===== config.mk =====
export PLATFORM = sky130hd
export DESIGN_NAME = mem_access_unit
export DESIGN_NICKNAME = d
export VERILOG_FILES = /design/src/rtl/mem_access_unit.sv
export SDC_FILE = /design/constraint.sdc
export NUM_CORES = 1
export LEC_CHECK = 0
export ABC_CLOCK_PERIOD_IN_PS = 1650
export BUFFER_PORTS_ARGS = -buffer_cell sky130_fd_sc_hd__buf_2
export CORE_AREA = 5 5 127 159
export DETAILED_ROUTE_END_ITERATION = 10
export DIE_AREA = 0 0 132 164
export HOLD_SLACK_MARGIN = 0.12
export SETUP_SLACK_MARGIN = 0.2
export SLEW_MARGIN = 25
export SYNTH_ARGS = -nofsm -noshare
export SYNTH_HDL_FRONTEND = slang
export SYNTH_SLANG_ARGS = --single-unit

===== constraint.sdc =====
create_clock -name clk -period 1.65 [get_ports clk]
set_input_delay 0.0825 -clock clk [delete_from_list [all_inputs] [get_ports clk]]
set_output_delay 0.0825 -clock clk [all_outputs]
set_load 0.01 [all_outputs]

===== src/rtl/mem_access_unit.sv =====
// -----------------------------------------------------------------------------
// mem_access_unit
//
// Single-port access sequencer that sits in front of the unified
// instruction/data memory of the multicycle processor. It arbitrates between
// instruction fetches and load/stores coming from the control unit. It checks
// data alignment and builds the byte enables and sign flag. It then drives
// registered address/data/strobes to the memory for exactly one cycle. The
// combinational read data is captured and handed back with a one-cycle done
// pulse.
//
// Transaction timing: grant in cycle N, memory strobes in N+1, done in N+2,
// and the next grant in N+3 at the earliest. A misaligned access or a
// reserved size skips the memory and reports done+err in N+1.
//
// Ports:
//   clk, rst          clock, synchronous active-high reset
//   if_req_i          fetch request, held by the requester until granted
//   if_addr_i         fetch byte address (low two bits ignored)
//   if_gnt_o          fetch accepted this cycle
//   if_done_o         one-cycle pulse, if_rdata_o valid
//   if_rdata_o        fetched instruction word
//   d_req_i           load/store request, held until granted
//   d_we_i            1 = store, 0 = load
//   d_size_i          00 byte, 01 half, 10 word, 11 reserved
//   d_sign_i          sign-extend loads (lb/lh)
//   d_addr_i          data byte address
//   d_wdata_i         right-justified store data
//   d_gnt_o           data request accepted this cycle
//   d_done_o          one-cycle completion pulse for loads and stores
//   d_err_o           with d_done_o: misaligned/reserved, memory untouched
//   d_rdata_o         load result (already extended by the memory)
//   mem_addr_o        byte address to memory
//   mem_wdata_o       unshifted store data to memory
//   mem_write_o       memory write strobe
//   mem_read_o        memory read enable
//   mem_be_o          byte enables
//   mem_sign_o        sign-extension select for the memory
//   mem_rdata_i       combinational memory read data
// -----------------------------------------------------------------------------
module mem_access_unit #(
   parameter int ADDR_W = 32,
   parameter int DATA_W = 32
) (
   input  logic              clk,
   input  logic              rst,
   input  logic              if_req_i,
   input  logic [ADDR_W-1:0] if_addr_i,
   output logic              if_gnt_o,
   output logic              if_done_o,
   output logic [DATA_W-1:0] if_rdata_o,
   input  logic              d_req_i,
   input  logic              d_we_i,
   input  logic [1:0]        d_size_i,
   input  logic              d_sign_i,
   input  logic [ADDR_W-1:0] d_addr_i,
   input  logic [DATA_W-1:0] d_wdata_i,
   output logic              d_gnt_o,
   output logic              d_done_o,
   output logic              d_err_o,
   output logic [DATA_W-1:0] d_rdata_o,
   output logic [ADDR_W-1:0] mem_addr_o,
   output logic [DATA_W-1:0] mem_wdata_o,
   output logic              mem_write_o,
   output logic              mem_read_o,
   output logic [3:0]        mem_be_o,
   output logic              mem_sign_o,
   input  logic [DATA_W-1:0] mem_rdata_i
);

   typedef enum logic [1:0] {
      IDLE  = 2'd0,
      ISSUE = 2'd1,
      RESP  = 2'd2,
      ERR   = 2'd3
   } state_t;

   state_t state;
   state_t state_nxt;

   logic              owner_d;
   logic              lat_we;
   logic              d_misaligned;
   logic [3:0]        d_be;
   logic [ADDR_W-1:0] addr_q;
   logic [DATA_W-1:0] wdata_q;
   logic [3:0]        be_q;
   logic              sign_q;
   logic              read_q;
   logic              write_q;
   logic [DATA_W-1:0] if_rdata_q;
   logic [DATA_W-1:0] d_rdata_q;
   logic              if_addr_unused;

   assign if_addr_unused = ^if_addr_i[1:0];

   // Decode the data request: byte enables follow the access size and the
   // low address bits, and anything that does not sit on its natural boundary
   // (or uses the reserved size) is flagged so it never reaches the memory.
   always_comb begin
      d_misaligned = 1'b0;
      d_be         = 4'b0000;
      case (d_size_i)
         2'b00: begin
            d_be = 4'b0001 << d_addr_i[1:0];
         end
         2'b01: begin
            d_misaligned = d_addr_i[0];
            d_be         = d_addr_i[1] ? 4'b1100 : 4'b0011;
         end
         2'b10: begin
            d_misaligned = |d_addr_i[1:0];
            d_be         = 4'b1111;
         end
         default: begin
            d_misaligned = 1'b1;
         end
      endcase
   end

   // Grants exist only while idle and never while reset is asserted. Data
   // accesses win over fetches; a losing fetch stays requested and is picked
   // up in the next idle cycle.
   always_comb begin
      d_gnt_o  = (state == IDLE) & ~rst & d_req_i;
      if_gnt_o = (state == IDLE) & ~rst & if_req_i & ~d_req_i;
   end

   // State register. Reset always returns to IDLE, which also kills any
   // done pulse that would otherwise have appeared after RESP/ERR.
   always_ff @(posedge clk) begin
      if (rst) begin
         state <= IDLE;
      end else begin
         state <= state_nxt;
      end
   end

   // Next-state logic: a granted access spends one cycle on the memory bus
   // (ISSUE) and one returning the result (RESP); a rejected data access
   // reports its error in a single ERR cycle.
   always_comb begin
      state_nxt = state;
      case (state)
         IDLE: begin
            if (d_gnt_o) begin
               state_nxt = d_misaligned ? ERR : ISSUE;
            end else if (if_gnt_o) begin
               state_nxt = ISSUE;
            end
         end
         ISSUE:   state_nxt = RESP;
         RESP:    state_nxt = IDLE;
         ERR:     state_nxt = IDLE;
         default: state_nxt = IDLE;
      endcase
   end

   // Request latch and memory-side registers. On a grant the bus fields are
   // loaded so the strobes appear, already stable, in the ISSUE cycle. At the
   // end of ISSUE the strobes are dropped and, for reads, the combinational
   // memory data is captured into the owner's result register. The address,
   // store data and sign flag are left holding their last value.
   always_ff @(posedge clk) begin
      if (rst) begin
         owner_d    <= 1'b0;
         lat_we     <= 1'b0;
         addr_q     <= '0;
         wdata_q    <= '0;
         be_q       <= 4'b0000;
         sign_q     <= 1'b0;
         read_q     <= 1'b0;
         write_q    <= 1'b0;
         if_rdata_q <= '0;
         d_rdata_q  <= '0;
      end else begin
         case (state)
            IDLE: begin
               if (d_gnt_o) begin
                  owner_d <= 1'b1;
                  lat_we  <= d_we_i;
                  if (!d_misaligned) begin
                     addr_q  <= d_addr_i;
                     wdata_q <= d_wdata_i;
                     be_q    <= d_be;
                     sign_q  <= d_sign_i;
                     read_q  <= ~d_we_i;
                     write_q <= d_we_i;
                  end
               end else if (if_gnt_o) begin
                  owner_d <= 1'b0;
                  lat_we  <= 1'b0;
                  addr_q  <= {if_addr_i[ADDR_W-1:2], 2'b00};
                  wdata_q <= '0;
                  be_q    <= 4'b1111;
                  sign_q  <= 1'b0;
                  read_q  <= 1'b1;
                  write_q <= 1'b0;
               end
            end
            ISSUE: begin
               read_q  <= 1'b0;
               write_q <= 1'b0;
               be_q    <= 4'b0000;
               if (!lat_we) begin
                  if (owner_d) begin
                     d_rdata_q <= mem_rdata_i;
                  end else begin
                     if_rdata_q <= mem_rdata_i;
                  end
               end
            end
            default: begin
            end
         endcase
      end
   end

   // Completion pulses come straight from the state: RESP pulses the owner's
   // done, ERR is always a data completion with the error flag.
   always_comb begin
      d_done_o  = ((state == RESP) & owner_d) | (state == ERR);
      d_err_o   = (state == ERR);
      if_done_o = (state == RESP) & ~owner_d;
   end

   assign mem_addr_o  = addr_q;
   assign mem_wdata_o = wdata_q;
   assign mem_be_o    = be_q;
   assign mem_sign_o  = sign_q;
   assign mem_read_o  = read_q;
   assign mem_write_o = write_q;
   assign if_rdata_o  = if_rdata_q;
   assign d_rdata_o   = d_rdata_q;

endmodule


Word level (Yosys, flattened, before mapping)
Cells that the tools add are included.

word-level totals
  flip-flop bits (word level) = 139
  output and inout bits = 140
  logic and storage cells = 72

cells by class
  equal/unequal tests = 8
  shift operators = 1
  muxes and demuxes = 29
  bitwise gates (word level) = 12
  reduce and logical (&&, ||, !) cells = 11

operators with widths
  operator                                                            number
  32-bit 2-to-1 mux                                                   6
  4-bit 2-to-1 mux                                                    4
  4-bit case mux with 3 select lines                                  1
  3-bit AND reduction                                                 4
  1-bit 2-to-1 mux                                                    10
  4-bit case mux with 2 select lines                                  1
  1-bit AND                                                           6
  2-bit == test (second input constant)                               3
  2-bit 2-to-1 mux                                                    3
  3-bit inequality test (second input constant)                       2
  2-bit case mux with 3 select lines                                  1
  1-bit NOT                                                           5
  2-bit by 1-bit == test with 1-bit output (second input constant)    2
  2-bit zero test                                                     2
  1-bit case mux with 2 select lines                                  2
  2-bit nonzero test                                                  2
  2-bit OR reduction                                                  2
  1-bit by 2-bit << shifter with 4-bit output (first input constant)  1
  1-bit case mux with 3 select lines                                  1
  2-bit inequality test (second input constant)                       1
  2-bit AND reduction                                                 1
  1-bit OR                                                            1

Longest topological paths before layout
  depth after elaboration = 7
  gate-level depth with buffers = 7
  mapped depth without buffers = 4

Worst setup path after synthesis
No wires, ideal clock.

  path type = register to register
  from = register state[1]
  to = register addr_q[10], in the netlist mem_addr_o[10]
  arrival = 1.481 ns
  required time = 1.504 ns
  slack = 0.023 ns
  cell stages (with the launch flop) = 7
  buffers on the path = 3
  period minus slack after synthesis = 1.627 ns
  cell sequence = dfxtp_1 > buf_6 > nor4_4 > and2_1 > buf_4 > buf_8 > a211oi_2

on the way
  word-level cells in the longest chain between the ends = 6
  elaborated cells on any way between the ends = 9
  those cells by class = eq/ne (1); mux (1); bitwise (4); reduce/logical (3)

ends and longest elaborated chain
  element                        line           source
  from (decl)                    78             state_t state;
  from (signal assigned)         135            state <= state_nxt;
  2-bit zero test (*)            125, 126, 177
  1-bit AND                      125, 126
  1-bit AND (2 in series)        126            if_gnt_o = (state == IDLE) & ~rst & if_req_i & ~d_req_i;
  2-bit nonzero test (no line)   -
  3-bit AND reduction (no line)  -
  to (signal assigned)           183            addr_q <= d_addr_i;
  to (signal assigned)           193            addr_q <= {if_addr_i[ADDR_W-1:2], 2'b00};
  to (decl)                      85             logic [ADDR_W-1:0] addr_q;

Mark *: on every way between the ends. The rest lies on a longest branch, timed or not.
A chain may end at the register's enable or synchronous reset.

Worst setup path after layout
  from = register state[0]
  to = register wdata_q[24], in the netlist mem_wdata_o[24]

on the way
  word-level cells in the longest chain between the ends = 6
  elaborated cells on any way between the ends = 9
  those cells by class = eq/ne (1); mux (1); bitwise (4); reduce/logical (3)

ends and longest elaborated chain
  element                        line           source
  2-bit zero test (*)            125, 126, 177
  1-bit AND                      125, 126
  1-bit AND (2 in series)        126
  2-bit nonzero test (no line)   -
  3-bit AND reduction (no line)  -
  to (signal assigned)           184            wdata_q <= d_wdata_i;
  to (decl)                      86             logic [DATA_W-1:0] wdata_q;

Marked as above.

==> impl_table.tex <==
\begin{tabular}{lr}
\hline
Metric & Value \\
\hline
\multicolumn{2}{l}{\textbf{Run status}} \\
\quad Outcome & complete, but fails checks \\
\quad Violations in the final reports & negative setup slack \\
\multicolumn{2}{l}{\textbf{Clock tree}} \\
\quad Number of buffers created by CTS & 17 \\
\quad Root Buffer & sky130\_fd\_sc\_hd\_\_clkbuf\_16 \\
\quad CTS Buffer Depth & 2 \\
\quad Clock transition time at the flip-flop clock pins of the worst setup and hold paths & 0.06 ns \\
\quad H-tree lvl count & 4 \\
\quad Clock tree from TritonCTS & built \\
\quad Latest clock arrival within the worst-skew pair & 0.41 ns \\
\quad TritonCTS Sinks & roughly 140 \\
\multicolumn{2}{l}{\textbf{GRT}} \\
\quad Overflow left after global routing & 0 \\
\quad Global-route wire length before repair & 31600 um \\
\quad Initial antenna violation count & 0 \\
\quad Vias in the first global route & between 5k and 6k \\
\quad GRT Overall Usage & 0.181 \\
\quad Maximum number of pins on one net before global-route repair & 62 \\
\multicolumn{2}{l}{\textbf{Timing}} \\
\quad Count of pins over their slew limit & 0 \\
\quad Fin worst setup slack & -0.0142 ns \\
\quad Total Negative Setup Slacks & -0.0805 ns \\
\quad Crit share post-route & 1.01 \\
\quad Final Setup Violations & 16 \\
\quad Worst-margin pin slew & roughly 0.70 ns \\
\quad Hold Vio Cnt, Final & 0 \\
\quad Headroom to the max-slew limit & 0.532 \\
\quad Time the worst path needs with I/O delays and setup & between 1.5 and 2 ns \\
\quad RSZ-0062 raised after global routing & yes \\
\quad Achievable clock frequency & approximately 600 MHz \\
\quad Worst clock skew & between 0.01 and 0.015 ns \\
\multicolumn{2}{l}{\textbf{Critical path}} \\
\quad Required time at the worst-slack endpoint & $\sim$2.0 ns \\
\quad Endpoint class of the critical path & register \\
\quad Setup crit start kind & register \\
\quad Crit path max fanout & 8 \\
\quad Biggest cell delay along the critical path & approximately 0.33 ns \\
\quad Startpoint of the worst register-to-register path & state[0] \\
\quad Highest-delay cell along the critical path & sky130\_fd\_sc\_hd\_\_dfxtp\_2 \\
\quad Number of cells on the worst reg-to-reg path & 7 \\
\quad Crit-path cells & nor4b\_4 > buf\_4 > buf\_6 > buf\_6 > and3\_4 > clkbuf\_16 > a22o\_1 \\
\quad Bufs and invs on worst path & 4 \\
\quad Most used cell, CP & sky130\_fd\_sc\_hd\_\_buf\_6 \\
\quad Worst EP arrival & approximately 2 ns \\
\quad Worst path top cell family by delay & simple AND/OR/NAND/NOR gates \\
\quad Reg-to-reg endpoint & mem\_wdata\_o[24] \\
\quad Worst setup path category & register to register \\
\quad Internal reg-to-reg setup slack & -0.01 ns \\
\multicolumn{2}{l}{\textbf{Synthesis}} \\
\quad Library cells used by synthesis & 37 \\
\quad Share of the synthesized netlist area taken by xor and xnor gates & 0.00162 \\
\quad Sequential element share of the synthesized area & 0.515 \\
\quad Post-synthesis area per instance & between 9 and 10 um2 \\
\quad Async set-reset flop share out of synthesis & 0 \\
\quad Largest family of logic cells by synthesized area & compound AO/OA/AOI/OAI gates \\
\quad Post-synthesis instance area & approximately 5400 um2 \\
\quad Predominant post-synthesis flop cell & sky130\_fd\_sc\_hd\_\_dfxtp\_1 \\
\quad Share of the synthesized area in compound gates (AO/OA/AOI/OAI) & 0.247 \\
\quad Main area contributors after synthesis & sky130\_fd\_sc\_hd\_\_dfxtp\_1, sky130\_fd\_sc\_hd\_\_nand2\_1, sky130\_fd\_sc\_hd\_\_a21oi\_1, sky130\_fd\_sc\_hd\_\_a211oi\_2, sky130\_fd\_sc\_hd\_\_a22o\_1 \\
\quad Synthesized flop and latch total & around 140 \\
\quad Syn\_nets & slightly below 700 \\
\quad Simple-gate area share of the yosys netlist & 0.122 \\
\quad Yosys synthesis warning count & 0 \\
\quad Number of enable flip-flop cells after synthesis & 0 \\
\quad Largest area contributor in the netlist & sky130\_fd\_sc\_hd\_\_dfxtp\_1 \\
\quad Multiplexer share of the synthesized area & 0.0576 \\
\quad Mapped Cells & 558 \\
\quad Share of the synthesized area in the top cell type & 0.515 \\
\quad Post-synthesis adder-cell area fraction & 0 \\
\multicolumn{2}{l}{\textbf{Drt}} \\
\quad Total iterations of the first detailed-routing run & 5 \\
\quad Remaining DRCs & 0 \\
\quad DR WL/cell & between 15 and 20 um \\
\quad Via density & 4.74 \\
\quad Detailed router's first-iteration violation count & slightly above 300 \\
\quad Vias post-DR & just under 6k \\
\quad Antenna Violating Nets Remaining & 0 \\
\quad Aggregate routed wire length & 20600 um \\
\multicolumn{2}{l}{\textbf{Placement}} \\
\quad Input/output buffers & around 270 \\
\quad GPL Wtd Cong & around 0.76 \\
\quad Post-DP Area & $\sim$7100 um2 \\
\quad Half-perimeter wire length after placement & between 10000 and 15000 um \\
\multicolumn{2}{l}{\textbf{Cells and area}} \\
\quad Proportion of layout cells with a drive suffix above 1 & 0.442 \\
\quad Final standard cell area without fillers & 9820 um2 \\
\quad Leading cell type in the layout, fill and taps excluded & sky130\_fd\_sc\_hd\_\_buf\_2 \\
\quad Number of antenna cells inserted & 0 \\
\quad Most frequent cells in the layout & sky130\_fd\_sc\_hd\_\_buf\_2, sky130\_fd\_sc\_hd\_\_dfxtp\_1, sky130\_fd\_sc\_hd\_\_nand2\_1 \\
\quad Area Growth Syn to Fin & 81.6\% \\
\quad Nets & about 1.1k \\
\multicolumn{2}{l}{\textbf{Pwr}} \\
\quad Max VDD drop & between 0.7 and 0.8 mV \\
\quad Leakage dissipation & 4.33 nW \\
\quad Power density of the placed cells & 952 nW/um2 \\
\multicolumn{2}{l}{\textbf{Hold path}} \\
\quad Worst min-delay path class & input pin to register \\
\quad Hold worst-path end & mem\_be\_o[1] \\
\quad Startpoint of the tightest hold check path & d\_size\_i[0] \\
\quad Cell depth of the worst hold path & 4 \\
\multicolumn{2}{l}{\textbf{Floorplan}} \\
\quad Floorplan die height & between 150 and 200 um \\
\quad Count of boundary I/O pins & between 200 and 300 \\
\quad Cell row count & 56 \\
\quad Die area & 21600 um2 \\
\quad Die X-Extent & between 100 and 150 um \\
\quad Initial Utilization & 0.291 \\
\quad Core footprint & $\sim$19000 um2 \\
\multicolumn{2}{l}{\textbf{Run}} \\
\quad Number of maximum-capacitance violations & 0 \\
\hline
\end{tabular}
[report_power, final]
part / switching [mW] / internal [mW] / total (mW)
registers: 0.115 / 3.56 / 3.68
logic: 0.892 / 1.02 / 1.92
clock network: 1.45 / 2.29 / 3.75
[worst max path at each step]
stage,from,end,slack [ns],depth (start not counted)
finish,state[0],mem_wdata_o[24],-0.01,7
global placement,state[1],mem_wdata_o[27],-0.23,4
CTS,state[0],mem_addr_o[17],0.05,7
detailed placement,state[1],mem_wdata_o[12],-0.28,4
global route,state[0],mem_wdata_o[2],-0.09,7
floorplan,state[1],mem_addr_o[10],0.11,6
[sequential cells by signal, indices dropped and copies added, names as in the netlist]
signal	cells
d_rdata_o	32
mem_be_o	4
owner_d	1
mem_wdata_o	32
mem_write_o	1
mem_read_o	1
lat_we	1
if_rdata_o	32
mem_addr_o	32
mem_sign_o	1
state	2
[cell type report]
cell class / instances / area [um2]
clock buffer: 20 / 457
clock inverter: 11 / 121
fill: 1595 / 8750
inverter: 2 / 7.51
multi-input combinational: 369 / 2550
sequential: 139 / 2790
tap: 232 / 290
timing repair buffer: 466 / 3600
[cells in the mapped netlist (2+ instances only)]
library cell               number
sky130_fd_sc_hd__dfxtp_1      139
sky130_fd_sc_hd__nand2_1      133
sky130_fd_sc_hd__a21oi_1       97
sky130_fd_sc_hd__a22o_1        40
sky130_fd_sc_hd__a211oi_2      30
sky130_fd_sc_hd__mux2i_1       30
sky130_fd_sc_hd__clkbuf_1      18
sky130_fd_sc_hd__buf_2         16
sky130_fd_sc_hd__buf_4          6
sky130_fd_sc_hd__buf_6          4
sky130_fd_sc_hd__nor2_1         4
sky130_fd_sc_hd__o21ai_0        4
sky130_fd_sc_hd__buf_8          3
sky130_fd_sc_hd__nand2b_1       3
sky130_fd_sc_hd__and2_1         2
sky130_fd_sc_hd__and3_1         2
sky130_fd_sc_hd__clkbuf_4       2
sky130_fd_sc_hd__inv_1          2
sky130_fd_sc_hd__nor3_1         2
sky130_fd_sc_hd__nor3b_1        2
sky130_fd_sc_hd__o21a_1         2
sky130_fd_sc_hd__o21ai_1        2
[stage by stage]
step            util  hold WS (ns)  setup WS (ns)  power, mW  std cells
2_1_floorplan      -         0.208          0.105       4.49        558
3_3_place_gp   0.380         0.292         -0.230       5.03       1042
3_5_place_dp   0.380         0.297         -0.276       5.05       1042
4_1_cts        0.513         0.187         0.0464       9.37       1229
5_1_grt        0.529         0.239        -0.0883       9.79       1239
6_report       0.529         0.222        -0.0142       9.34       1239
[tightest hold or removal path, cell delays in order]
cell and delay, ns:
sky130_fd_sc_hd__buf_2 0.17, sky130_fd_sc_hd__o21ai_0 0.13, sky130_fd_sc_hd__o21ai_2 0.11, sky130_fd_sc_hd__a22o_1 0.10
[logic make-up after synthesis]
logic type / Yosys count
AND/OR/NAND/NOR: 154
multiplexers: 31
AO/OA/AOI/OAI: 182
flip-flops: 139
buffers and inverters: 51
XOR/XNOR: 1
[routing by layer]
layer / global-route usage / vias to the layer above / routed length, um / share of wire
met1: 0.203 / 2758 / 8000 / 0.39
met3: 0.0653 / 49 / 1390 / 0.068
met4: 0.0819 / 0 / 738 / 0.036
met5: 0 / - / 0 / 0
met2: 0.307 / 224 / 10500 / 0.51
li1: - / 2845 / - / -
[timing repair]
action / in CTS / in global routing
gates resized for setup: 52 / 34
endpoints found under the hold margin: 134 / 0
hold buffers: 130 / 0
pin swaps: 9 / 2
cloned: 8 / 5
endpoints found under the setup margin: 121 / 141
setup buffers: 18 / 5
No activity file was read; power rests on OpenSTA's default activity.
